<file path="config.mk">
export PLATFORM = sky130hd
export DESIGN_NAME = demux8_1x4_reg
export DESIGN_NICKNAME = d
export VERILOG_FILES = /design/src/rtl/demux8_1x4_reg.sv
export SDC_FILE = /design/constraint.sdc
export NUM_CORES = 1
export LEC_CHECK = 0
export CAP_MARGIN = 25
export CORE_UTILIZATION = 30
export CTS_CLUSTER_SIZE = 14
export DETAILED_ROUTE_END_ITERATION = 7
export PLACE_DENSITY = 0.55
export SYNTH_ARGS = -nofsm -noshare
export SYNTH_HDL_FRONTEND = slang
export SYNTH_SLANG_ARGS = --single-unit
</file>
<file path="constraint.sdc">
create_clock -name clk -period 1.6 [get_ports clk]
set_input_delay 0.32 -clock clk [delete_from_list [all_inputs] [get_ports clk]]
set_output_delay 0.32 -clock clk [all_outputs]
set_load 0.01 [all_outputs]
</file>
<file path="src/rtl/demux8_1x4_reg.sv">
// Registered 1-to-4 demultiplexer: steers a valid/ready source stream into four
// independently drained holding registers and counts accepted words.
module demux8_1x4_reg #(
    parameter int WIDTH = 8
) (
    input  logic             clk,
    input  logic             reset_n,
    input  logic             clear,
    input  logic [1:0]       select,
    input  logic [WIDTH-1:0] in_data,
    input  logic             in_valid,
    output logic             in_ready,
    output logic [WIDTH-1:0] out_data0,
    output logic [WIDTH-1:0] out_data1,
    output logic [WIDTH-1:0] out_data2,
    output logic [WIDTH-1:0] out_data3,
    output logic [3:0]       out_valid,
    input  logic [3:0]       out_ready,
    output logic [7:0]       tx_count
);

    logic [WIDTH-1:0] data0_r;
    logic [WIDTH-1:0] data1_r;
    logic [WIDTH-1:0] data2_r;
    logic [WIDTH-1:0] data3_r;
    logic [3:0]       valid_r;
    logic [7:0]       count_r;

    logic             target_busy_s;
    logic             ready_s;
    logic             accept_s;
    logic [3:0]       load_s;
    logic [3:0]       drain_s;
    logic [3:0]       valid_next_s;

    function automatic logic [3:0] decode_onehot(input logic [1:0] idx);
        logic [3:0] result;
        case (idx)
            2'd0:    result = 4'b0001;
            2'd1:    result = 4'b0010;
            2'd2:    result = 4'b0100;
            2'd3:    result = 4'b1000;
            default: result = 4'b0000;
        endcase
        return result;
    endfunction

    // Handshake decode: a port being drained this cycle counts as free for reload.
    always_comb begin
        target_busy_s = 1'b0;
        ready_s       = 1'b0;
        accept_s      = 1'b0;
        load_s        = 4'b0000;
        drain_s       = 4'b0000;
        valid_next_s  = valid_r;

        target_busy_s = valid_r[select] & ~out_ready[select];
        ready_s       = reset_n & ~clear & ~target_busy_s;
        accept_s      = in_valid & ready_s;
        drain_s       = valid_r & out_ready;

        if (accept_s) begin
            load_s = decode_onehot(select);
        end else begin
            load_s = 4'b0000;
        end

        if (clear) begin
            valid_next_s = 4'b0000;
        end else begin
            valid_next_s = (valid_r & ~drain_s) | load_s;
        end
    end

    // Valid flags and accepted-word counter; clear flushes flags only.
    always_ff @(posedge clk or negedge reset_n) begin
        if (!reset_n) begin
            valid_r <= 4'b0000;
            count_r <= 8'd0;
        end else begin
            valid_r <= valid_next_s;
            if (accept_s) begin
                count_r <= count_r + 8'd1;
            end
        end
    end

    // Holding registers keep their last word after drain or clear.
    always_ff @(posedge clk or negedge reset_n) begin
        if (!reset_n) begin
            data0_r <= '0;
            data1_r <= '0;
            data2_r <= '0;
            data3_r <= '0;
        end else begin
            if (load_s[0]) data0_r <= in_data;
            if (load_s[1]) data1_r <= in_data;
            if (load_s[2]) data2_r <= in_data;
            if (load_s[3]) data3_r <= in_data;
        end
    end

    assign in_ready  = ready_s;
    assign out_data0 = data0_r;
    assign out_data1 = data1_r;
    assign out_data2 = data2_r;
    assign out_data3 = data3_r;
    assign out_valid = valid_r;
    assign tx_count  = count_r;

endmodule

</file>
==> impl_metrics.env, run 1 <==
export IMPL_grt_overflow_total=0
export IMPL_layout_area_overhead_vs_synth_pct=63.26
export IMPL_placement_io_buffers=62
export IMPL_power_density_cell_area_mw_per_mm2=1222
export IMPL_max_cap_violations=0
export IMPL_route_detailed_vias_per_inst=4.589
export IMPL_ys_dominant_reg_cell="dfrtp_1"
export IMPL_timing_critical_path_slowest_stage_cell="mux4_2"
export IMPL_standard_cell_area_after_detailed_placement_mm2=0.002725
export IMPL_critical_path_top_delay_family="multiplexers"
export IMPL_grt_start_max_net_pins=20
export IMPL_synthTopCellsByCount="dfrtp_1 (44), mux2_2 (31), nor2_1 (8)"
export IMPL_synth_top_cell_area_share=0.5999
export IMPL_critical_path_class="register to output pin"
export IMPL_drtPass1Iterations=2
export IMPL_drt_iter0_drc=16
export IMPL_clock_insertion_delay_worst_skew_ns=0.29
export IMPL_yosys_cell_count_top_type="dfrtp_1"
export IMPL_core_rowCount=28
export IMPL_endpoints_failing_hold=0
export IMPL_totalNegativeSetupSlack_ns=-0.6154
export IMPL_max_freq_ghz=0.5311
export IMPL_postSynthRegisterBits=44
export IMPL_postRouteAntennaNets=0
export IMPL_synth_edff_count=0
export IMPL_grt_pass1_vias=1491
export IMPL_crit_path_max_incr_delay_ns=0.48
export IMPL_gr_usage_all_layers=0.1563
export IMPL_timing_critical_path_fanout_max=2
export IMPL_post_synth_top_area_cell="dfrtp_1"
export IMPL_clkSlewWorstSetupHoldPaths_ns=0.08
export IMPL_layout_cells_non_filler=302
export IMPL_design_core_area_mm2=0.005921
export IMPL_timing_critical_path_to_type="output pin"
export IMPL_post_synth_inst_count=122
export IMPL_syn_nets=141
export IMPL_synth_cell_types=25
export IMPL_dieWidth_um=80.22
export IMPL_initial_util=0.3100
export IMPL_vdd_ir_drop_max_v=0.0005193
export IMPL_critical_path_buf_inv_count=1
export IMPL_violations="negative setup slack"
export IMPL_grt_pass1_wl_um=7465
export IMPL_critical_path_startpoint_type="register"
export IMPL_setup_viol=11
export IMPL_hold_ws_ns=0.05698
export IMPL_gp_congestion=0.8849
export IMPL_worstPathRequired_ns=1.28
export IMPL_synth_async_sr_flop_share=1.000
export IMPL_result_of_the_run="complete, but fails checks"
export IMPL_antenna_cells_inserted=0
export IMPL_design_portCount=63
export IMPL_placedCellCount=283
export IMPL_htree_num_levels=2
export IMPL_clk_path_buf_depth=2
export IMPL_tritoncts_num_buffers=5
export IMPL_finalNetCount=245
export IMPL_max_slew_margin=0.7852
export IMPL_cp_cell_sequence="nand2b_4, mux4_2, and3b_1, buf_2"
export IMPL_rsz0062_at_grt="true"
export IMPL_via_count_of_the_routed_design=1386
export IMPL_drive_gt1_frac=0.4009
export IMPL_drc_errors=0
export IMPL_clk_root_buffer_cell="clkbuf_8"
export IMPL_min_delay_path_class="input port to asynchronous set/reset pin"
export IMPL_mean_post_synth_cell_area_um2=15.05
export IMPL_detail_route_wl_per_cell_um=15.98
export IMPL_max_slew_violation_count=0
export IMPL_finalClockSkew_ns=0.004498
export IMPL_crit_arrival_ns=1.56
export IMPL_dpl_hpwl_um=3563
export IMPL_synth_yosys_warnings=0
export IMPL_layout_worst_path_cycle_share=1.177
export IMPL_synth_yosys_seq_area_share=0.5999
export IMPL_ys_top_cells_by_area="dfrtp_1 (60%), mux2_2 (19%), xnor2_1 (2.9%), nand3_1 (1.6%), nor2_1 (1.6%)"
export IMPL_tritoncts_clock_tree="done"
export IMPL_setup_slack_ns=-0.2829
export IMPL_synth_area_mm2=0.001836
export IMPL_total_routed_length_um=4826
export IMPL_p_leak_nw=1.381
export IMPL_number_of_antenna_violations_at_the_first_check_in_global_routing=0
export IMPL_die_area_mm2=0.006435
export IMPL_finalWorstPathRequiredPeriod_ns=1.883
export IMPL_worst_max_slew_pin_slew_ns=0.3208
export IMPL_die_h_um=80.22
export IMPL_postLayoutCellArea_mm2=0.002997
export IMPL_postCtsHoldBufs=0
export IMPL_numClockSinks=44
export IMPL_dpl_worst_slack_ns=-0.7795
path summary, 6_finish.rpt:
path / start / to / slack [ns] / cells past startpoint
max: out_valid[3] / in_ready / -0.28 / 4
max in group asynchronous: reset_n / out_data3[1] / 1.31 / 2
min in group clk: clear / out_valid[3] / 0.41 / 3
min reg2reg: tx_count[7] / tx_count[7] / 0.48 / 1
min: reset_n / out_data2[2] / 0.06 / 2
max reg2reg: out_valid[3] / tx_count[1] / -0.07 / 5
state kept, by name (all words and copies together) (netlist names):
register / flops
out_data0: 8
out_data1: 8
out_data2: 8
out_data3: 8
out_valid: 4
tx_count: 8
power by group:
part	internal [mW]	switching (mW)	leakage (nW)
registers	1.36	0.154	0.552
clock network	0.551	0.374	0.0645
logic	0.765	0.454	0.764
total	2.68	0.982	1.38
through the flow:
stage                     power [mW]    util
after global placement         2.624  0.4603
after detailed placement       2.663  0.4603
final                          3.660  0.5061
after floorplan                1.950       -
after CTS                      3.670  0.4939
after global routing           3.840  0.5061
cell families after synthesis:
kind of cell | synth area share
DFF | 0.5999
AOI/OAI and AO/OA | 0.005454
adders and majority gates | 0.006816
and+or+nand+nor | 0.1295
buffers and inverters | 0.008178
muxes | 0.2168
xor gates and xnor gates | 0.03340
placed cells by master (no fill, tap or decap), types with 2 or more instances in the layout:
cell type / count
nand4_1: 3
xnor2_1: 6
clkbuf_8: 7
dlygate4sd2_1: 9
clkdlybuf4s50_1: 47
dfrtp_1: 44
and3b_1: 2
a21oi_1: 2
mux2_4: 9
nand3_1: 6
buf_6: 3
buf_2: 2
nand2b_4: 3
nor2b_4: 2
buf_4: 34
nor2_1: 8
mux2_2: 24
dlymetal6s2s_1: 3
metal layers:
| layer | vias to the layer above | track usage | share of wire |
|---|---|---|---|
| li1 | 635 | - | - |
| met1 | 688 | 0.2052 | 0.45 |
| met2 | 52 | 0.2436 | 0.47 |
| met3 | 11 | 0.05114 | 0.068 |
| met4 | 0 | 0.04821 | 0.013 |
| met5 | - | 0 | 0 |
worst register-to-register path, delay by kind of cell (launching register included):
kind / cells / cell delay, ns
flip-flops: 1 / 0.41
multiplexers: 2 / 0.76
AND/OR/NAND/NOR: 2 / 0.21
buffers and inverters: 1 / 0.18
layout make-up:
type | instances | area [um2]
multi-input cells | 76 | 779.5
fillers | 521 | 2924
clock inverters | 1 | 30.03
flip-flops and latches | 44 | 1101
repair buffers | 99 | 895.9
well taps | 75 | 93.84
clock buffers | 7 | 96.34
repair_timing:
action,in CTS,in global routing
pin swaps,2,2
gates resized for setup,22,13
endpoints found under the setup margin,24,22
hold endpoints to repair,0,0
buffers inserted,8,6
No activity file was read; power rests on OpenSTA's default activity.
==> run 2, diff against run 1 <==
--- a/config.mk
+++ b/config.mk
@@ -10,6 +10,8 @@
 export CTS_CLUSTER_SIZE = 14
 export DETAILED_ROUTE_END_ITERATION = 7
 export PLACE_DENSITY = 0.55
+export SETUP_SLACK_MARGIN = 0.15
+export SLEW_MARGIN = 15
 export SYNTH_ARGS = -nofsm -noshare
 export SYNTH_HDL_FRONTEND = slang
 export SYNTH_SLANG_ARGS = --single-unit
==> impl_metrics.env, run 2 (same netlist as run 1, synthesis figures left out) <==
export IMPL_result_of_the_run="complete, but fails checks"
export IMPL_violations="negative setup slack"
export IMPL_most_used_cells_in_the_layout_excluding_fill_and_tap_cells="dlygate4sd2_1 (48), dfrtp_1 (44), buf_4 (28)"
export IMPL_max_cap_violations=0
export IMPL_crit_arrival_ns=1.55
export IMPL_critical_path_startpoint_type="register"
export IMPL_timing_critical_path_fanout_max=2
export IMPL_finalClockSkew_ns=0.007207
export IMPL_max_freq_ghz=0.5359
export IMPL_numClockSinks=44
export IMPL_clock_insertion_delay_worst_skew_ns=0.29
export IMPL_cp_cell_sequence="nand2b_4, mux4_2, and3b_1, buf_2"
export IMPL_clk_path_buf_depth=2
export IMPL_layout_area_overhead_vs_synth_pct=66.26
export IMPL_setup_reg_to_reg_worst_slack_ns=-0.16
export IMPL_htree_num_levels=2
export IMPL_p_leak_nw=1.497
export IMPL_critPathCapture="in_ready"
export IMPL_drive_gt1_frac=0.4317
export IMPL_dpl_hpwl_um=3460
export IMPL_core_occupancy_in_the_finished_layout=0.5154
export IMPL_critical_path_buf_inv_count=1
export IMPL_vdd_ir_drop_max_v=0.0006212
export IMPL_detail_route_wl_per_cell_um=15.96
export IMPL_grt_overflow_total=0
export IMPL_cp_num_cells=4
export IMPL_postRouteAntennaNets=0
export IMPL_total_routed_length_um=4819
export IMPL_design_core_area_mm2=0.005921
export IMPL_nFillCells=511
export IMPL_grt_pass1_wl_um=7824
export IMPL_number_of_antenna_violations_at_the_first_check_in_global_routing=0
export IMPL_drc_errors=0
export IMPL_power_density_cell_area_mw_per_mm2=1147
export IMPL_finalNetCount=245
export IMPL_drtPass1Iterations=4
export IMPL_comb_power_share=0.319
export IMPL_via_count_of_the_routed_design=1374
export IMPL_layout_cells_non_filler=302
export IMPL_setup_viol=3
export IMPL_placedCellCount=282
export IMPL_design_portCount=63
export IMPL_antenna_cells_inserted=0
export IMPL_endpoints_failing_hold=0
export IMPL_rsz0062_at_grt="true"
export IMPL_clkSlewWorstSetupHoldPaths_ns=0.09
export IMPL_worstPathRequired_ns=1.28
export IMPL_p_int_mw=2.514
export IMPL_drt_iter0_drc=27
export IMPL_tritoncts_clock_tree="done"
export IMPL_gp_congestion=0.7945
export IMPL_critical_path_class="register to output pin"
export IMPL_worst_r2r_endpoint="tx_count[1]"
export IMPL_placement_io_buffers=62
export IMPL_dieWidth_um=80.22
export IMPL_final_common_cell="dlygate4sd2_1"
export IMPL_finalPower_mw=3.502
export IMPL_die_h_um=80.22
export IMPL_gr_usage_all_layers=0.1633
export IMPL_sequentialPowerShare=0.427
export IMPL_tritoncts_num_buffers=5
export IMPL_clock_group_share_of_total_power=0.254
export IMPL_route_detailed_vias_per_inst=4.550
export IMPL_grt_pass1_vias=1578
export IMPL_core_rowCount=28
export IMPL_crit_path_max_incr_delay_ns=0.47
export IMPL_worst_max_slew_pin_slew_ns=0.3682
export IMPL_max_slew_violation_count=0
export IMPL_finalWorstPathRequiredPeriod_ns=1.866
export IMPL_rr_worst_depth=6
export IMPL_die_area_mm2=0.006435
export IMPL_clk_root_buffer_cell="clkbuf_8"
export IMPL_grt_start_max_net_pins=29
export IMPL_layout_worst_path_cycle_share=1.166
export IMPL_critical_path_reg2reg_startpoint="out_valid[3]"
export IMPL_initial_util=0.3100
export IMPL_net_switching_power_mw=0.9871
export IMPL_setup_worst_path_start="out_valid[3]"
export IMPL_timing_critical_path_to_type="output pin"
export IMPL_min_delay_path_class="input port to asynchronous set/reset pin"
export IMPL_timing_critical_path_slowest_stage_cell="mux4_2"
export IMPL_setup_slack_ns=-0.2659
export IMPL_max_slew_margin=0.7545
export IMPL_power_switching_fraction=0.2819
export IMPL_critical_path_top_delay_family="multiplexers"
## run 2: cell types whose count changed in the layout (fill, tap and decap cells not counted), moves of 4 or more
cell / delta
nand3_1: -4
buf_6: +4
dlygate4sd2_1: +39
mux2_4: +8
clkdlybuf4s50_1: -39
buf_4: -6
mux2_2: -8
## run 2: area by class of cell
type,instances,area (um2),area share
clock buffer,6,82.58,0.02706
timing repair buffer,99,872.1,0.2858
clock inverter,2,38.79,0.01271
sequential,44,1101,0.3608
multi-input combinational,76,863.3,0.2829
tap,75,93.84,0.03075
## run 2: how the worst min path moves through the flow
stage,end,slack [ns]
2_1_floorplan,out_data0[0],0.02
3_3_place_gp,out_valid[2],0.37
3_5_place_dp,out_valid[2],0.38
4_1_cts,out_valid[2],0.05
5_1_grt,out_valid[2],0.07
6_report,out_valid[2],0.05
## run 2: what timing repair did
action,4_1_cts,5_1_grt
pin swaps,4,5
endpoints found under the hold margin,0,0
hold buffers,0,0
gates resized for setup,73,16
setup endpoints to repair,85,37
buffers inserted,10,2
## run 2: power by group through the flow
stage	Sequential, mW	Clock [mW]	Combinational (mW)
floorplan	1.67	0	0.310
global placement	1.56	0	1.09
detailed placement	1.57	0	1.11
CTS	1.50	0.927	1.11
global route	1.53	0.978	1.21
finish	1.49	0.890	1.12
## run 2: stage by stage
stage | setup slack, ns | TNS, ns | instance area, um2 | hold WS, ns
2_1_floorplan | 0.009134 | 0 | 1877 | 0.02441
3_3_place_gp | -0.7674 | -12.13 | 2771 | 0.3670
3_5_place_dp | -0.7683 | -12.38 | 2771 | 0.3773
4_1_cts | -0.2808 | -0.5285 | 2970 | 0.05367
5_1_grt | -0.3408 | -0.7412 | 3052 | 0.06659
6_report | -0.2659 | -0.5413 | 3052 | 0.04900
## run 2: routing by layer
| metal | up-vias | wire, um | track usage |
|---|---|---|---|
| met5 | - | 0 | 0 |
| met4 | 0 | 48 | 0.04821 |
| met3 | 6 | 284 | 0.05341 |
| met2 | 45 | 2447 | 0.2863 |
| met1 | 682 | 2039 | 0.1887 |
| li1 | 641 | - | - |
## run 2: worst reg2reg max path, delay by kind of cell (launching register included)
family        cells  cell delay (ns)
mux               2             0.76
flops             1             0.39
buf+inv           2             0.28
simple gates      2             0.20
==> edit 1, RTL diff (settings of run 1) <==
`WIDTH`: 8 -> 10.
--- a/src/rtl/demux8_1x4_reg.sv
+++ b/src/rtl/demux8_1x4_reg.sv
@@ -2,5 +2,5 @@
 // independently drained holding registers and counts accepted words.
 module demux8_1x4_reg #(
-    parameter int WIDTH = 8
+    parameter int WIDTH = 10
 ) (
     input  logic             clk,
Ports: changed (5 resized); port bits go from 63 to 73. No check against the original RTL was run, so the function may have changed too.
==> edit 1 against run 1 <==
The flow still finishes with violations (setup timing); power up 8.8%; sequential share of layout area up 1.4 points; cell area up 14%; worst setup slack worse by 0.016 ns; synthesized area up 15%; routed wire length up 5.1%; sequential cell count up 8; synthesized cell count up 15%; highest routed layer unchanged.
==> edit 1: results (changes against run 1) <==
| Metric | Value |
|---|---|
| Seq/Total Area, Yosys | `0.616 (was 0.600)` |
| Ys Warns | `0 (unchanged)` |
| Placed cells | `329 (was 283)` |
| Longest Clk Path Bufs | `2 (unchanged)` |
| Initial DRC count | `26 (was 16)` |
| Failing checks | `setup timing (unchanged)` |
| Non-Filler Instances | `349 (was 302)` |
| Vias in the first global route | `1658 (was 1491)` |
| Cells after synthesis | `140 (was 122)` |
| Fin worst setup slack | `-0.299 ns (was -0.283 ns)` |
| Post-DP Area | `0.00314 sq mm (was 0.00273 sq mm)` |
| Via count | `1546 (was 1386)` |
| Pleak | `1.60 nW (was 1.38 nW)` |
| GRT Resource Usage Total | `0.147 (was 0.156)` |
| Fraction of layout cells with a size suffix above 1 | `0.375 (was 0.401)` |
| Post-DP HPWL | `3570 um (was 3560 um)` |
| Place WS | `-0.789 ns (was -0.779 ns)` |
| Gpl congestion | `0.786 (was 0.885)` |
| Netlist cell types | `23 (was 25)` |
| Worst-Margin Slew | `0.345 ns (was 0.321 ns)` |
| Area contributors post-synth | `dfrtp_1, mux2_2, xnor2_1 (unchanged)` |
| Number of buffers added on ports | `72 (was 62)` |
| Final setup vio count | `3 (was 11)` |
| CTS clk-pin slew, worst paths | `0.10 ns (was 0.08 ns)` |
| Post-layout net count | `273 (was 245)` |
| Initial antenna violation count | `0 (unchanged)` |
| Worst path top cell family by delay | `multiplexers (unchanged)` |
| Pin count of the biggest net entering global routing | `28 (was 20)` |
| Setup TNS | `-0.575 ns (was -0.615 ns)` |
| First-pass GRT wire length | `8320 um (was 7470 um)` |
| Peak VDD IR | `0.596 mV (was 0.519 mV)` |
| Critical Path AT | `1.58 ns (was 1.56 ns)` |
| Syn_nets | `161 (was 141)` |
| Fillers | `619 (was 521)` |
| Post-synth top cells | `dfrtp_1, mux2_2, nor2_1 (unchanged)` |
| Post-DR wirelength/cell | `14.5 um (was 16.0 um)` |
| First drt pass iteration count | `4 (was 2)` |
| Status | `complete, but fails checks (unchanged)` |
| Worst clock skew | `0.00549 ns (was 0.00450 ns)` |
-- edit 1: kinds of logic after synthesis --
kind of cell               Yosys count  share of synthesized area
DFF                                 52                      0.616
muxes                               42                      0.231
and+or+nand+nor                     32                      0.103
xor gates and xnor gates             7                     0.0290
buffers and inverters                4                    0.00948
AOI/OAI and AO/OA                    2                    0.00474
adders and majority gates            1                    0.00593
-- edit 1: final timing paths --
check | depth (start not counted) | slack (ns) | to
worst min-delay path | 2 | 0.11 | out_data1[8]$_DFFE_PN0P_
min in group clk | 3 | 0.47 | out_valid[3]$_DFF_PN0_
worst min register to register | 1 | 0.48 | tx_count[7]$_DFFE_PN0P_
worst max register to register | 6 | -0.15 | tx_count[1]$_DFFE_PN0P_
max in group asynchronous | 2 | 1.04 | tx_count[3]$_DFFE_PN0P_
worst max-delay path | 4 | -0.30 | in_ready
-- edit 1: what timing repair did --
action,CTS,global route
endpoints found under the setup margin,32,30
pin swaps,3,2
buffers inserted,9,3
gates resized for setup,34,10
endpoints found under the hold margin,1,0
hold buffers,1,0
-- edit 1: routing by layer --
layer | vias up | track usage | share of wire | wire length (um)
met5 | - | 0 | 0 | 0
met4 | 0 | 0.0364 | 0.0047 | 24
met3 | 4 | 0.0616 | 0.083 | 421
met2 | 49 | 0.233 | 0.47 | 2380
met1 | 783 | 0.186 | 0.44 | 2250
li1 | 710 | - | - | -
-- edit 1: power breakdown --
group          switching (W)  total (W)  internal (W)
logic               0.000518    0.00142      0.000900
clock network       0.000438   0.000793      0.000355
registers           0.000160    0.00177       0.00161
total                0.00112    0.00398       0.00287
-- edit 1: final cells by class --
cell class	instances	area [sq um]	share of cell area
flip-flops and latches	52	1300	0.381
multi-input cells	84	870	0.255
clock buffers	6	82.6	0.0242
repair buffers	109	1030	0.301
clock inverters	2	13.8	0.00403
well taps	96	120	0.0352
==> edit 2, RTL diff (config.mk and constraints of run 1) <==
Made on the original files. Put one more register stage on the output `tx_count`, cleared by the reset. The value now appears one clock later. The other outputs are not delayed to match.
--- a/src/rtl/demux8_1x4_reg.sv
+++ b/src/rtl/demux8_1x4_reg.sv
@@ -107,5 +107,11 @@
     assign out_data3 = data3_r;
     assign out_valid = valid_r;
-    assign tx_count  = count_r;
+    always_ff @(posedge clk or negedge reset_n) begin
+        if (!reset_n) begin
+            tx_count <= '0;
+        end else begin
+            tx_count <= count_r;
+        end
+    end
 
 endmodule
Check against the original RTL: not equivalent (a bounded check fails within 4 cycles, from zero or initial values and one cycle with reset_n low).
==> edit 2 against run 1 <==
The flow finishes with violations (DRC, setup timing); count of clock-buffer cells in the layout is 2 lower; critical path depth stayed put; routed wire length is 3.5% higher; sequential cell count is 8 higher; cell area is 8.1% higher; die area is 11% higher; power is 2.4% higher; worst setup slack worse by 0.0043 ns; synthesized cell count is 6.6% higher; maximum frequency is 0.23% lower; synthesized area is 11% higher; critical endpoint unchanged.
==> edit 2: results (changes against run 1) <==
| Metric | Value |
|---|---|
| Status | `complete, but fails checks (unchanged)` |
| Failing checks | `DRC, setup timing (was setup timing)` |
| Int Pwr | `0.00269 W (was 0.00268 W)` |
| Post-DP Area | `0.00294 sq mm (was 0.00273 sq mm)` |
| CTS clk-pin slew, worst paths | `0.10 ns (was 0.08 ns)` |
| Post-DR wirelength/cell | `16.3 um (was 16.0 um)` |
| Adder-cell share of the synthesized area | `0.00615 (was 0.00682)` |
| Worst-Margin Slew | `0.241 ns (was 0.321 ns)` |
| Routed vias/inst | `4.50 (was 4.59)` |
| Non-clock buffer count | `94 (was 99)` |
| Fin worst setup slack | `-0.287 ns (was -0.283 ns)` |
| Place WS | `-0.769 ns (was -0.779 ns)` |
| Post-synth top cells | `dfrtp_1, mux2_2, nor2_1 (unchanged)` |
| CLK BUF | `5 (was 7)` |
| Non-clock buffering overhead | `0.287 (was 0.299)` |
| WL final | `5000 um (was 4830 um)` |
| Post-layout net count | `248 (was 245)` |
| First-pass GRT wire length | `8250 um (was 7470 um)` |
| GRT Resource Usage Total | `0.150 (was 0.156)` |
| Fillers | `566 (was 521)` |
| Setup TNS | `-1.40 ns (was -0.615 ns)` |
| Setup bufs post-CTS | `7 (was 8)` |
| First drt pass iteration count | `6 (was 2)` |
| Comb pwr share | `0.304 (was 0.333)` |
| Final setup vio count | `19 (was 11)` |
| Area contributors post-synth | `dfrtp_1, mux2_2, xnor2_1 (unchanged)` |
| Seq/Total Area, Yosys | `0.639 (was 0.600)` |
| Drt drc | `3 (was 0)` |
| Vias in the first global route | `1650 (was 1491)` |
| Sequential cell area | `0.00130 sq mm (was 0.00110 sq mm)` |
| Fraction of layout cells with a size suffix above 1 | `0.374 (was 0.401)` |
| PostCTS Resize Cnt | `28 (was 22)` |
| Syn_nets | `149 (was 141)` |
| Initial DRC count | `89 (was 16)` |
| Peak VDD IR | `0.706 mV (was 0.519 mV)` |
| Clk cell area share | `0.0294 (was 0.0422)` |
| Comb group | `0.00114 W (was 0.00122 W)` |
| Worst clock skew | `0.00717 ns (was 0.00450 ns)` |
| Post-DP HPWL | `3430 um (was 3560 um)` |
==> edit 2: changes by cell type after synthesis, sizes merged <==
cell,before,now
dfrtp,44,52
==> edit 2: final timing paths <==
check	to	slack, ns	from
max	in_ready	-0.29	out_valid[1]$_DFF_PN0_
min	out_data2[4]$_DFFE_PN0P_	0.06	reset_n
max reg2reg	count_r[1]$_DFFE_PN0P_	-0.07	out_valid[1]$_DFF_PN0_
min reg2reg	tx_count[7]$_DFF_PN0_	0.41	count_r[7]$_DFFE_PN0P_
max in group asynchronous	tx_count[0]$_DFF_PN0_	1.08	reset_n
min in group clk	tx_count[7]$_DFF_PN0_	0.41	count_r[7]$_DFFE_PN0P_
==> edit 2: routing by layer <==
layer | up-vias | track usage | share of wire
met5 | - | 0 | 0
met4 | 0 | 0.0416 | 0.0064
met3 | 5 | 0.0423 | 0.064
met2 | 48 | 0.255 | 0.47
met1 | 677 | 0.188 | 0.46
li1 | 650 | - | -
